[src/rtl/router_pkg.sv]
// ---------------------------------------------------------------------------
// router_pkg
//   Shared definitions for the router byte register stage.
//   - PAR_XOR / PAR_XNOR : parity mode selectors (even / odd parity seed).
//   - hdr_addr()         : destination field of a header byte.
//   - hdr_len()          : payload length field of a header byte.
//   The header functions work on a zero-extended 32-bit view of the header
//   so they can serve any DATA_W/ADDR_W split up to 32 bits.
// ---------------------------------------------------------------------------
package router_pkg;

   localparam int unsigned PAR_XOR  = 0;
   localparam int unsigned PAR_XNOR = 1;

   function automatic int unsigned hdr_addr(input logic [31:0] hdr, input int unsigned addr_w);
      return hdr & ((32'd1 << addr_w) - 32'd1);
   endfunction

   function automatic int unsigned hdr_len(input logic [31:0] hdr, input int unsigned addr_w);
      return hdr >> addr_w;
   endfunction

endpackage

[src/rtl/router_pkt_reg_if.sv]
// ---------------------------------------------------------------------------
// router_pkt_reg_if
//   Bundle between the router input FSM / source and the byte register stage.
//   master : drives pkt_valid, fifo_full, FSM state strobes, rst_int_reg,
//            data_in; observes the register-stage outputs.
//   slave  : the register stage (router_pkt_reg).
// ---------------------------------------------------------------------------
interface router_pkt_reg_if #(
   parameter int unsigned DATA_W = 8,
   parameter int unsigned ADDR_W = 2
);
   logic              pkt_valid;
   logic              fifo_full;
   logic              detect_add;
   logic              lfd_state;
   logic              ld_state;
   logic              laf_state;
   logic              full_state;
   logic              rst_int_reg;
   logic [DATA_W-1:0] data_in;
   logic [DATA_W-1:0] dout;
   logic [ADDR_W-1:0] dest_addr;
   logic              hdr_valid;
   logic              low_pkt_valid;
   logic              parity_done;
   logic              err;
   logic              err_len;

   modport master (
      output pkt_valid, fifo_full, detect_add, lfd_state, ld_state, laf_state,
             full_state, rst_int_reg, data_in,
      input  dout, dest_addr, hdr_valid, low_pkt_valid, parity_done, err, err_len
   );

   modport slave (
      input  pkt_valid, fifo_full, detect_add, lfd_state, ld_state, laf_state,
             full_state, rst_int_reg, data_in,
      output dout, dest_addr, hdr_valid, low_pkt_valid, parity_done, err, err_len
   );
endinterface

[src/rtl/router_parity_acc.sv]
// ---------------------------------------------------------------------------
// router_parity_acc
//   Running parity over header + payload, packet parity capture, and the
//   end-of-packet parity / length checks.
//   Ports:
//     clock, reset        clock and synchronous active-high reset
//     detect_add ...      FSM state strobes (mutually exclusive)
//     fifo_full           selected output FIFO full
//     pkt_valid           source packet valid
//     low_pkt_valid       pkt_valid fell during load (from top)
//     parity_done         parity byte captured (from top)
//     hdr, data_in, hold  latched header, live byte, byte held while full
//     err, err_len        parity mismatch / payload length mismatch
// ---------------------------------------------------------------------------
module router_parity_acc
   import router_pkg::*;
#(
   parameter int unsigned DATA_W      = 8,
   parameter int unsigned ADDR_W      = 2,
   parameter int unsigned PARITY_MODE = PAR_XOR,
   parameter int unsigned LEN_CHECK   = 1
) (
   input  logic              clock,
   input  logic              reset,
   input  logic              detect_add,
   input  logic              lfd_state,
   input  logic              ld_state,
   input  logic              laf_state,
   input  logic              full_state,
   input  logic              fifo_full,
   input  logic              pkt_valid,
   input  logic              low_pkt_valid,
   input  logic              parity_done,
   input  logic [DATA_W-1:0] hdr,
   input  logic [DATA_W-1:0] data_in,
   input  logic [DATA_W-1:0] hold,
   output logic              err,
   output logic              err_len
);
   localparam int unsigned       LEN_W = DATA_W - ADDR_W;
   localparam logic [DATA_W-1:0] SEED  = (PARITY_MODE == PAR_XNOR) ? {DATA_W{1'b1}} : {DATA_W{1'b0}};

   logic [DATA_W-1:0] int_par;
   logic [DATA_W-1:0] pkt_par;
   logic [LEN_W-1:0]  pay_cnt;
   logic [LEN_W-1:0]  len_field;
   logic              pd_prev;

   assign len_field = LEN_W'(hdr_len(32'(hdr), ADDR_W));

   always_ff @(posedge clock) begin
      if (reset) begin
         int_par <= SEED;
         pkt_par <= '0;
         pay_cnt <= '0;
         pd_prev <= 1'b0;
         err     <= 1'b0;
         err_len <= 1'b0;
      end else begin
         pd_prev <= parity_done;

         if (detect_add) begin
            int_par <= SEED;
            pay_cnt <= '0;
         end else if (lfd_state) begin
            int_par <= int_par ^ hdr;
         end else if (ld_state && pkt_valid && !full_state) begin
            int_par <= int_par ^ data_in;
            // Saturate rather than wrap so an overlong packet cannot alias
            // back onto a short length field.
            if (pay_cnt != {LEN_W{1'b1}})
               pay_cnt <= pay_cnt + LEN_W'(1);
         end

         // A parity byte that arrived while the FIFO was full sits in hold.
         if (ld_state && !pkt_valid && !fifo_full)
            pkt_par <= data_in;
         else if (laf_state && low_pkt_valid && !parity_done)
            pkt_par <= hold;

         // Checks fire once, the cycle after parity_done rises, and stay
         // until the next header.
         if (detect_add) begin
            err     <= 1'b0;
            err_len <= 1'b0;
         end else if (parity_done && !pd_prev) begin
            err     <= (int_par != pkt_par);
            err_len <= (LEN_CHECK != 0) && (pay_cnt != len_field);
         end
      end
   end

endmodule

[src/rtl/router_pkt_reg.sv]
// ---------------------------------------------------------------------------
// router_pkt_reg
//   Router byte register stage between the input FSM and the output FIFOs.
//   Latches the header, steers header / payload / held byte onto dout,
//   tracks low_pkt_valid and parity_done, and hosts the parity/length
//   checker.
//   Ports:
//     clock  single clock, posedge
//     reset  synchronous, active-high
//     bus    router_pkt_reg_if.slave: FSM strobes, pkt_valid, fifo_full,
//            rst_int_reg, data_in in; dout, dest_addr, hdr_valid,
//            low_pkt_valid, parity_done, err, err_len out
// ---------------------------------------------------------------------------
module router_pkt_reg
   import router_pkg::*;
#(
   parameter int unsigned DATA_W      = 8,
   parameter int unsigned ADDR_W      = 2,
   parameter int unsigned NUM_CH      = 3,
   parameter int unsigned PARITY_MODE = PAR_XOR,
   parameter int unsigned LEN_CHECK   = 1
) (
   input  logic           clock,
   input  logic           reset,
   router_pkt_reg_if.slave bus
);
   logic [DATA_W-1:0] hdr;
   logic [DATA_W-1:0] hold;
   logic [DATA_W-1:0] dout_r;
   logic [DATA_W-1:0] data_in;
   logic              hdr_valid_r;
   logic              lpv_r;
   logic              pd_r;
   logic              addr_ok;
   logic              err_w;
   logic              err_len_w;

   assign data_in = bus.data_in;
   assign addr_ok = hdr_addr(32'(data_in), ADDR_W) < NUM_CH;

   always_ff @(posedge clock) begin
      if (reset) begin
         hdr         <= '0;
         hold        <= '0;
         dout_r      <= '0;
         hdr_valid_r <= 1'b0;
         lpv_r       <= 1'b0;
         pd_r        <= 1'b0;
      end else begin
         // A bad destination leaves the previous header intact.
         if (bus.detect_add && bus.pkt_valid && addr_ok) begin
            hdr         <= data_in;
            hdr_valid_r <= 1'b1;
         end else if (bus.detect_add && !addr_ok) begin
            hdr_valid_r <= 1'b0;
         end

         if (bus.lfd_state)
            dout_r <= hdr;
         else if (bus.ld_state && !bus.fifo_full)
            dout_r <= data_in;
         else if (bus.ld_state && bus.fifo_full)
            hold <= data_in;
         else if (bus.laf_state)
            dout_r <= hold;

         // Clear takes priority over set.
         if (bus.rst_int_reg)
            lpv_r <= 1'b0;
         else if (bus.ld_state && !bus.pkt_valid)
            lpv_r <= 1'b1;

         if (bus.detect_add)
            pd_r <= 1'b0;
         else if ((bus.ld_state && !bus.fifo_full && !bus.pkt_valid) ||
                  (bus.laf_state && lpv_r && !pd_r))
            pd_r <= 1'b1;
      end
   end

   router_parity_acc #(
      .DATA_W      (DATA_W),
      .ADDR_W      (ADDR_W),
      .PARITY_MODE (PARITY_MODE),
      .LEN_CHECK   (LEN_CHECK)
   ) u_parity (
      .clock         (clock),
      .reset         (reset),
      .detect_add    (bus.detect_add),
      .lfd_state     (bus.lfd_state),
      .ld_state      (bus.ld_state),
      .laf_state     (bus.laf_state),
      .full_state    (bus.full_state),
      .fifo_full     (bus.fifo_full),
      .pkt_valid     (bus.pkt_valid),
      .low_pkt_valid (lpv_r),
      .parity_done   (pd_r),
      .hdr           (hdr),
      .data_in       (data_in),
      .hold          (hold),
      .err           (err_w),
      .err_len       (err_len_w)
   );

   assign bus.dout          = dout_r;
   assign bus.dest_addr     = ADDR_W'(hdr_addr(32'(hdr), ADDR_W));
   assign bus.hdr_valid     = hdr_valid_r;
   assign bus.low_pkt_valid = lpv_r;
   assign bus.parity_done   = pd_r;
   assign bus.err           = err_w;
   assign bus.err_len       = err_len_w;

endmodule
[src/flat_wrapper.sv]
// flat-port wrapper written by rule: the top's interface ports become plain ports
module router_pkt_reg_flat import router_pkg::*;
#(
   parameter int unsigned DATA_W      = 8,
   parameter int unsigned ADDR_W      = 2,
   parameter int unsigned NUM_CH      = 3,
   parameter int unsigned PARITY_MODE = PAR_XOR,
   parameter int unsigned LEN_CHECK   = 1
)
  (clock, reset, bus_pkt_valid, bus_fifo_full, bus_detect_add, bus_lfd_state, bus_ld_state, bus_laf_state, bus_full_state, bus_rst_int_reg, bus_data_in, bus_dout, bus_dest_addr, bus_hdr_valid, bus_low_pkt_valid, bus_parity_done, bus_err, bus_err_len);
  router_pkt_reg_if #(.DATA_W(DATA_W), .ADDR_W(ADDR_W)) bus_i ();
  input  logic clock;
  input  logic reset;
  input wire logic [$bits(bus_i.pkt_valid)-1:0] bus_pkt_valid;
  input wire logic [$bits(bus_i.fifo_full)-1:0] bus_fifo_full;
  input wire logic [$bits(bus_i.detect_add)-1:0] bus_detect_add;
  input wire logic [$bits(bus_i.lfd_state)-1:0] bus_lfd_state;
  input wire logic [$bits(bus_i.ld_state)-1:0] bus_ld_state;
  input wire logic [$bits(bus_i.laf_state)-1:0] bus_laf_state;
  input wire logic [$bits(bus_i.full_state)-1:0] bus_full_state;
  input wire logic [$bits(bus_i.rst_int_reg)-1:0] bus_rst_int_reg;
  input wire logic [$bits(bus_i.data_in)-1:0] bus_data_in;
  output wire logic [$bits(bus_i.dout)-1:0] bus_dout;
  output wire logic [$bits(bus_i.dest_addr)-1:0] bus_dest_addr;
  output wire logic [$bits(bus_i.hdr_valid)-1:0] bus_hdr_valid;
  output wire logic [$bits(bus_i.low_pkt_valid)-1:0] bus_low_pkt_valid;
  output wire logic [$bits(bus_i.parity_done)-1:0] bus_parity_done;
  output wire logic [$bits(bus_i.err)-1:0] bus_err;
  output wire logic [$bits(bus_i.err_len)-1:0] bus_err_len;
  assign bus_i.pkt_valid = bus_pkt_valid;
  assign bus_i.fifo_full = bus_fifo_full;
  assign bus_i.detect_add = bus_detect_add;
  assign bus_i.lfd_state = bus_lfd_state;
  assign bus_i.ld_state = bus_ld_state;
  assign bus_i.laf_state = bus_laf_state;
  assign bus_i.full_state = bus_full_state;
  assign bus_i.rst_int_reg = bus_rst_int_reg;
  assign bus_i.data_in = bus_data_in;
  assign bus_dout = bus_i.dout;
  assign bus_dest_addr = bus_i.dest_addr;
  assign bus_hdr_valid = bus_i.hdr_valid;
  assign bus_low_pkt_valid = bus_i.low_pkt_valid;
  assign bus_parity_done = bus_i.parity_done;
  assign bus_err = bus_i.err;
  assign bus_err_len = bus_i.err_len;
  router_pkt_reg #(.DATA_W(DATA_W), .ADDR_W(ADDR_W), .NUM_CH(NUM_CH), .PARITY_MODE(PARITY_MODE), .LEN_CHECK(LEN_CHECK)) u_core (.clock(clock), .reset(reset), .bus(bus_i));
endmodule
[config.mk]
export PLATFORM = sky130hd
export DESIGN_NAME = router_pkt_reg_flat
export DESIGN_NICKNAME = d
export VERILOG_FILES = /design/src/rtl/router_pkg.sv /design/src/rtl/router_pkt_reg_if.sv /design/src/rtl/router_parity_acc.sv /design/src/rtl/router_pkt_reg.sv /design/src/flat_wrapper.sv
export SDC_FILE = /design/constraint.sdc
export NUM_CORES = 1
export LEC_CHECK = 0
export CORE_UTILIZATION = 49
export DETAILED_ROUTE_END_ITERATION = 16
export PLACE_DENSITY = 0.73
export SYNTH_ARGS = -nofsm -noshare
export SYNTH_HDL_FRONTEND = slang
export SYNTH_SLANG_ARGS = --single-unit
[constraint.sdc]
create_clock -name clock -period 3.5 [get_ports clock]
set_input_delay 0.35 -clock clock [delete_from_list [all_inputs] [get_ports clock]]
set_output_delay 0.35 -clock clock [all_outputs]
set_load 0.02 [all_outputs]
== Yosys cells after proc, flatten, opt, wreduce, memory -nomap -nowiden ==
Index checks and enable logic that the tools add are counted.
Storage, ports and cells
  output and inout port bits: 15
  register bits after elaboration: 52
Operators by class
  multiplexer cells: 10
  magnitude comparators: 1
  bitwise gates (word level): 4
  reduce and logical (&&, ||, !) cells: 29
  equality and inequality tests: 4
  add/sub/neg operators: 1
Operators by type and width (count)
  $mux 8: 8
  $xor 8x8->8: 2
  $logic_and 1x1->1: 13
  $ne 8x8->1: 1
  $add 6x1->6 const B: 1
  $logic_not 1->1: 6
  $ne 6x6->1: 1
  $ne 6x6->1 const B: 1
  $reduce_and 3->1: 2
  $reduce_bool 2->1: 3
  $reduce_or 2->1: 2
  $ne 3x2->1 const B: 1
  $reduce_bool 3->1: 1
  $lt 2x2->1 const B: 1
  $mux 1: 2
  $not 1->1: 2
  $reduce_and 2->1: 1
  $logic_or 1x1->1: 1

== Depth between registers and ports, before layout ==
  depth after elaboration: 5
  gate-level depth with buffers: 6
  depth with buffers taken out: 5

== By module ==
A second synthesis with hierarchy kept.
Unflattened totals
  cells, all modules: 259
  area total of the unflattened synthesis: 2463.6 sq um
By module, submodules not included
  router_parity_acc: instances 1, seq. area each 500.5 sq um, cells each 134, area an instance 1252.5 sq um
  router_pkt_reg: instances 1, seq. area each 540.5 sq um, cells each 125, area an instance 1211.2 sq um

== Worst setup path after synthesis ==
OpenSTA, ideal clock, no wires.
  path type: in2reg
  start: input bus_lfd_state
  end: register u_core.u_parity.pay_cnt[2]
  arrival: 1.162 ns
  slack: 2.210 ns
  cell stages on the path: 6
  library setup time: 0.128 ns
  path buffers: 2
  cell sequence: buf_6 > and4bb_4 > buf_6 > o211ai_1 > xor2_1 > nor2_1
On the way
  cells in the longest elaborated chain, start to end: 2
Ends and longest elaborated chain
  start: declaration: RTL line flat_wrapper.sv:17  | input wire logic [$bits(bus_i.lfd_state)-1:0] bus_lfd_state;
  $not 1->1 (no line)
  $reduce_and 3->1 (no line)
  end signal: assignment: RTL line router_parity_acc.sv:72  | pay_cnt <= pay_cnt + LEN_W'(1);
  end: declaration: RTL line router_parity_acc.sv:45  | logic [LEN_W-1:0] pay_cnt;
No other way between the ends.
A chain may end at the register's enable or synchronous reset.

== Final worst setup path ==
  start: input bus_lfd_state
  end: register u_core.u_parity.pay_cnt[5]
Same word-level chain as after synthesis.

==> results.sh <==
export IMPL_fp_dieH_um=71.66
export IMPL_clk_latency_ps=290
export IMPL_post_cts_buffers=0
export IMPL_final_util=0.6156
export IMPL_core_region_area_um2=4504
export IMPL_dieArea_um2=5134
export IMPL_vias_per_cell=5.540
export IMPL_synthesis_nets=269
export IMPL_drc_errors=0
export IMPL_max_freq_mhz=528.0
export IMPL_rows=24
export IMPL_cts_tree="yes"
export IMPL_clkTransAtPathRegs_ps=90
export IMPL_ant_nets=0
export IMPL_cap_violations=0
export IMPL_layout_common_cells="dfxtp_1, nor2_1, clkdlybuf4s50_1"
export IMPL_initial_core_util=0.5278
export IMPL_synth_cells=250
export IMPL_fin_nets=294
export IMPL_first_global_vias=1668
export IMPL_clockBufferDepth=2
export IMPL_synthFlopType="dfxtp_1"
export IMPL_avgSynthCellArea_um2=9.509
export IMPL_arrival_ps=2070
export IMPL_netlist_area_um2=2377
export IMPL_drtPass1Iterations=4
export IMPL_grt_start_max_net_pins=19
export IMPL_grt_pass1_wl_mm=7.962
export IMPL_critPathCaptureType="flop"
export IMPL_min_period_over_period=0.5412
export IMPL_die_x_um=71.66
export IMPL_ir_worst_vdd_mv=0.2250
export IMPL_tightest_slew_ps=680.7
export IMPL_synth_seq_cells=52
export IMPL_yosysWarnings=0
export IMPL_root_buffer="clkbuf_8"
export IMPL_async_flop_share=0
export IMPL_numCtsBuffers=5
export IMPL_hp_class="flop to flop"
export IMPL_grt_ovfl_total=0
export IMPL_synth_edf_count=0
export IMPL_report_final_hold_viol_count=0
export IMPL_final_cells=328
export IMPL_cts_hold_buf=0
export IMPL_tns_ps=0
export IMPL_finalSetupViolCount=0
export IMPL_cp_start_kind="input port"
export IMPL_crit_fanout=18
export IMPL_antenna_cells=0
export IMPL_leakagePower_nw=1.212
export IMPL_htree_levels=2
export IMPL_place_inst=320
export IMPL_skew_ps=4.961
export IMPL_r2r_setup_slack_ps=2080
export IMPL_place_congestion=0.7540
export IMPL_required_ps=3670
export IMPL_synth_top_area_share=0.4379
export IMPL_port_buffers=32
export IMPL_drt_total_wl_mm=4.880
export IMPL_post_drt_wl_per_cell_um=14.88
export IMPL_yosysSeqAreaShare=0.4379
export IMPL_ys_top_cells_by_area="dfxtp_1, mux2i_1, nor2_1, xor2_1, a211oi_1"
export IMPL_slew_headroom=0.5449
export IMPL_io_pins=33
export IMPL_rsz0062_at_grt="no"
export IMPL_fin_crit_ps=1894
export IMPL_maxSlewViolCount=0
export IMPL_grt_use_total=0.2001
export IMPL_dpl_hpwl_mm=3.454
export IMPL_post_cts_resize_count=0
export IMPL_syn2layout_area_growth_pct=16.63
export IMPL_layout_commonest_cell="dfxtp_1"
export IMPL_power_density_nw_per_um2=400.6
export IMPL_vias=1817
export IMPL_drt_iter0_markers=60
export IMPL_yosysUniqueCellTypes=38
export IMPL_cts_num_sinks=52
export IMPL_drive_gt1_frac=0.04710
export IMPL_status="finished clean"
export IMPL_yosysTopAreaCell="dfxtp_1"
export IMPL_crit_type="input port to flop"
export IMPL_antenna_found_initial=0
cell type report:
cell class              instances  area [um2]
clock buffers                   8       90.09
fillers                       423        1732
inverters                       4       15.01
multi-input cells             179        1234
flip-flops and latches         52        1041
well taps                      52       65.06
repair buffers                 33       327.8
Yosys cell counts (all sizes together) (3+ instances only):
cell and number:
xor2 16, a21oi 5, nand2 10, dfxtp 52
a211oi 11, nand3 4, clkbuf 6, a21boi 8
nor3 4, a22o 8, buf 9, o21ai 9
xnor2 9, nor2 41, mux2i 31, inv 4
nand4 3, and3 3
metrics by stage:
| step | total power, mW | hold WS (ps) | cell area (um2) | setup WS, ps |
|---|---|---|---|---|
| 5_1_grt | 1.163 | 503.0 | 2773 | 1459 |
| 2_1_floorplan | 0.7268 | 426.8 | 2377 | 2210 |
| 3_3_place_gp | 0.7817 | 464.9 | 2683 | 1310 |
| 6_report | 1.111 | 483.0 | 2773 | 1606 |
| 4_1_cts | 1.129 | 485.4 | 2773 | 1614 |
| 3_5_place_dp | 0.7834 | 459.6 | 2683 | 1287 |
power by group:
group	switching, mW	internal (mW)	leakage, nW	total (mW)
Clock	0.179	0.162	0.0455	0.341
Combinational	0.0762	0.0679	0.744	0.144
Sequential	0.0148	0.611	0.422	0.626
Total	0.270	0.841	1.21	1.11
path summary, 6_finish.rpt:
check / endpoint / start / cells past startpoint
worst max-delay path: u_core.u_parity.pay_cnt[5] / bus_lfd_state / 5
worst min-delay path: u_core.bus.dout[5] / u_core.bus.dout[5] / 1
worst max register to register: u_core.u_parity.pkt_par[4] / u_core.bus.parity_done / 3
worst min register to register: u_core.bus.dout[5] / u_core.bus.dout[5] / 1
per-layer routing:
metal / global-route usage / vias up / wire length, um
li1: - / 921 / -
met1: 0.2764 / 844 / 2350
met2: 0.3124 / 46 / 2214
met3: 0.04923 / 6 / 246
met4: 0.05447 / 0 / 69
met5: 0 / - / 0
cell families (layout without fill, tap and decap cells):
family          Yosys count  count (layout)  synth area share
mux                      31              31            0.1305
flops                    52              52            0.4379
compound gates           49              49            0.1490
buf+inv                  19              45           0.04315
simple gates             73              73            0.1421
fa+ha+maj                 1               1          0.005262
xor+xnor                 25              25           0.09211
state kept, by name, summed over array words and instances (netlist names):
register	count
u_core.u_parity.err_len	1
u_core.bus.dout	8
u_core.bus.low_pkt_valid	1
u_core.u_parity.pay_cnt	6
u_core.u_parity.int_par	8
u_core.hold	8
u_core.u_parity.pd_prev	1
u_core.u_parity.err	1
u_core.hdr	8
u_core.u_parity.pkt_par	8
u_core.bus.hdr_valid	1
u_core.bus.parity_done	1
worst max-delay path, stage by stage:
cell             delay [ps]
clkdlybuf4s50_1         700
and4bb_4                570
nand4_1                 140
a211oi_1                230
a211oi_1                 70
Power figures use the tool's default switching activity.
==> RTL edit: new RTL, same flow settings <==
`ADDR_W` is set to 2 in 4 places; all go to 1.
--- a/src/rtl/router_pkt_reg_if.sv
+++ b/src/rtl/router_pkt_reg_if.sv
@@ -9,3 +9,3 @@
    parameter int unsigned DATA_W = 8,
-   parameter int unsigned ADDR_W = 2
+   parameter int unsigned ADDR_W = 1
 );
--- a/src/rtl/router_parity_acc.sv
+++ b/src/rtl/router_parity_acc.sv
@@ -18,3 +18,3 @@
    parameter int unsigned DATA_W      = 8,
-   parameter int unsigned ADDR_W      = 2,
+   parameter int unsigned ADDR_W      = 1,
    parameter int unsigned PARITY_MODE = PAR_XOR,
--- a/src/rtl/router_pkt_reg.sv
+++ b/src/rtl/router_pkt_reg.sv
@@ -17,3 +17,3 @@
    parameter int unsigned DATA_W      = 8,
-   parameter int unsigned ADDR_W      = 2,
+   parameter int unsigned ADDR_W      = 1,
    parameter int unsigned NUM_CH      = 3,
--- a/src/flat_wrapper.sv
+++ b/src/flat_wrapper.sv
@@ -4,3 +4,3 @@
    parameter int unsigned DATA_W      = 8,
-   parameter int unsigned ADDR_W      = 2,
+   parameter int unsigned ADDR_W      = 1,
    parameter int unsigned NUM_CH      = 3,
Interface: changed (resized bus_dest_addr); port bits go from 33 to 32. The function was not compared with the original's and may differ.
==> RTL edit against the original RTL <==
Synthesized area is 0.21% higher; power rose by 10%; sequential cell count increased by 1; synthesized cell count rose by 6.8%; critical path type unchanged; register-to-register slack got worse by 80 ps; utilization shrank 1.2 points; first-iteration DRC count rose by 100%; sequential power is 2% higher; hold slack better by 2.0 ps; worst setup slack worse by 280 ps; routed wire length increased by 16%; largest power group unchanged; cell area grew 2.1%.
==> RTL edit: results (changes against the original RTL) <==
fin_skew_ps: 10.6  # was 4.96 ps
port_buffers: 31  # was 32
routedWlPerCell_microns: 16.2  # was 14.9 microns
clk_latency_ps: 310  # was 290 ps
async_flop_share_pct: 0  # unchanged
viasPerCell: 5.78  # was 5.54
yosys.area_share.adder_pct: 0.525  # was 0.526%
ys_seq_area_share_pct: 44.5  # was 43.8%
path_max_fanout: 20  # was 18
hold_path.class: "flip-flop to flip-flop"  # unchanged
dr.pass1.iters: 4  # unchanged
layout-drive-gt1-share_pct: 4.41  # was 4.71%
grt_max_degree: 23  # was 19
ys_types: 36  # was 38
synthTopCellsByCount: "53 x dfxtp_1, 36 x nor2_1, 27 x nand2_1, 20 x xor2_1, 19 x o21ai_0"  # was 52 x dfxtp_1, 40 x nor2_1, 31 x mux2i_1, 16 x xor2_1, 11 x a211oi_1
drc: 0  # unchanged
postCtsSetupRepairBufs: 0  # unchanged
grt_antenna_before_repair: 0  # unchanged
synth_xor_area_share_pct: 9.56  # was 9.21%
cts_hold_buf: 0  # unchanged
p_leak_nw: 1.15  # was 1.21 nW
place_congestion: 0.876  # was 0.754
cp_slowest_cell: "a31oi_1"  # was clkdlybuf4s50_1
swShare_pct: 24.5  # was 24.3%
synth_area_leaders: "dfxtp_1 45%, xor2_1 7.4%, mux2i_1 7.1%"  # was dfxtp_1 44%, mux2i_1 13%, nor2_1 6.3%
cts_buffers: 5  # unchanged
drt_iter0_drc: 121  # was 60
ir_drop_v: 0.000262  # was 0.000225 V
status: "complete, no violations"  # unchanged
grt_pass1_wl_microns: 9490  # was 7960 microns
grt_usage_pct: 24.1  # was 20.0%
cts_root_buffer: "clkbuf_8"  # unchanged
ant_nets: 0  # unchanged
layout.nets: 313  # was 294
grt_pass1_vias: 1858  # was 1668
ctsHtreeMaxLevel: 2  # unchanged
yosysWarnings: 0  # unchanged
critPathArrivalTime_ps: 2440  # was 2070 ps
diodes: 0  # unchanged
synth_fp_nets: 286  # was 269
yosys-mux-area-fraction_pct: 7.14  # was 13.1%
clk_path_buf_depth: 2  # unchanged
tightest_slew_ps: 934  # was 681 ps
ctsResizeCount: 0  # unchanged
synth_compound_area_share_pct: 18.0  # was 14.9%
max_stage_delay_ps: 780  # was 700 ps
path_clk_slew_ps: 100
detailed_place_hpwl_microns: 4130  # was 3450 microns
RTL edit: layer usage:
layer	track usage (%)	part of all wire, %
met5	0	0
met1	34.7	49
met2	35.6	44
met4	6.75	1.7
met3	6.33	5.3
RTL edit: worst paths after layout:
path	startpoint	to	slack [ps]	cells after the start
worst min-delay path	u_core.hdr[0]$_SDFFE_PP0P_	u_core.hdr[0]$_SDFFE_PP0P_	490	2
worst min register to register	u_core.hdr[0]$_SDFFE_PP0P_	u_core.hdr[0]$_SDFFE_PP0P_	490	2
worst max-delay path	bus_ld_state	u_core.bus.dout[7]$_SDFFE_PP0P_	1330	4
worst max register to register	u_core.u_parity.pay_cnt[0]$_SDFFE_PP0P_	u_core.u_parity.pay_cnt[3]$_SDFFE_PP0P_	2000	5
RTL edit: critical path, delay by kind of cell:
kind | cells | cell delay, ps
and+or+nand+nor | 1 | 520
AOI/OAI and AO/OA | 2 | 1020
buffers and inverters | 1 | 540
RTL edit: power groups by stage:
stage	Sequential, mW	Clock, mW	Combinational (mW)
after floorplan	0.657	0	0.0839
after global placement	0.653	0	0.148
after detailed placement	0.654	0	0.149
after CTS	0.640	0.439	0.150
after global routing	0.643	0.464	0.165
final	0.640	0.433	0.150
RTL edit: final cells by class:
cell class                      instances  area, sq um
Fill cell                             424         1860
Inverter                                2         7.51
Tap cell                               54         67.6
Timing Repair Buffer                   34          333
Clock inverter                          1         30.0
Multi-Input combinational cell        198         1240
Clock buffer                            7         86.3
Sequential cell                        53         1060
RTL edit: stage by stage:
step	instances	utilization, %	area (sq um)	setup slack [ps]
floorplan	267	-	2380	2070
global placement	341	57.8	2710	1020
detailed placement	341	57.8	2710	1010
CTS	349	60.3	2830	1320
global route	349	60.3	2830	1130
finish	349	60.3	2830	1330
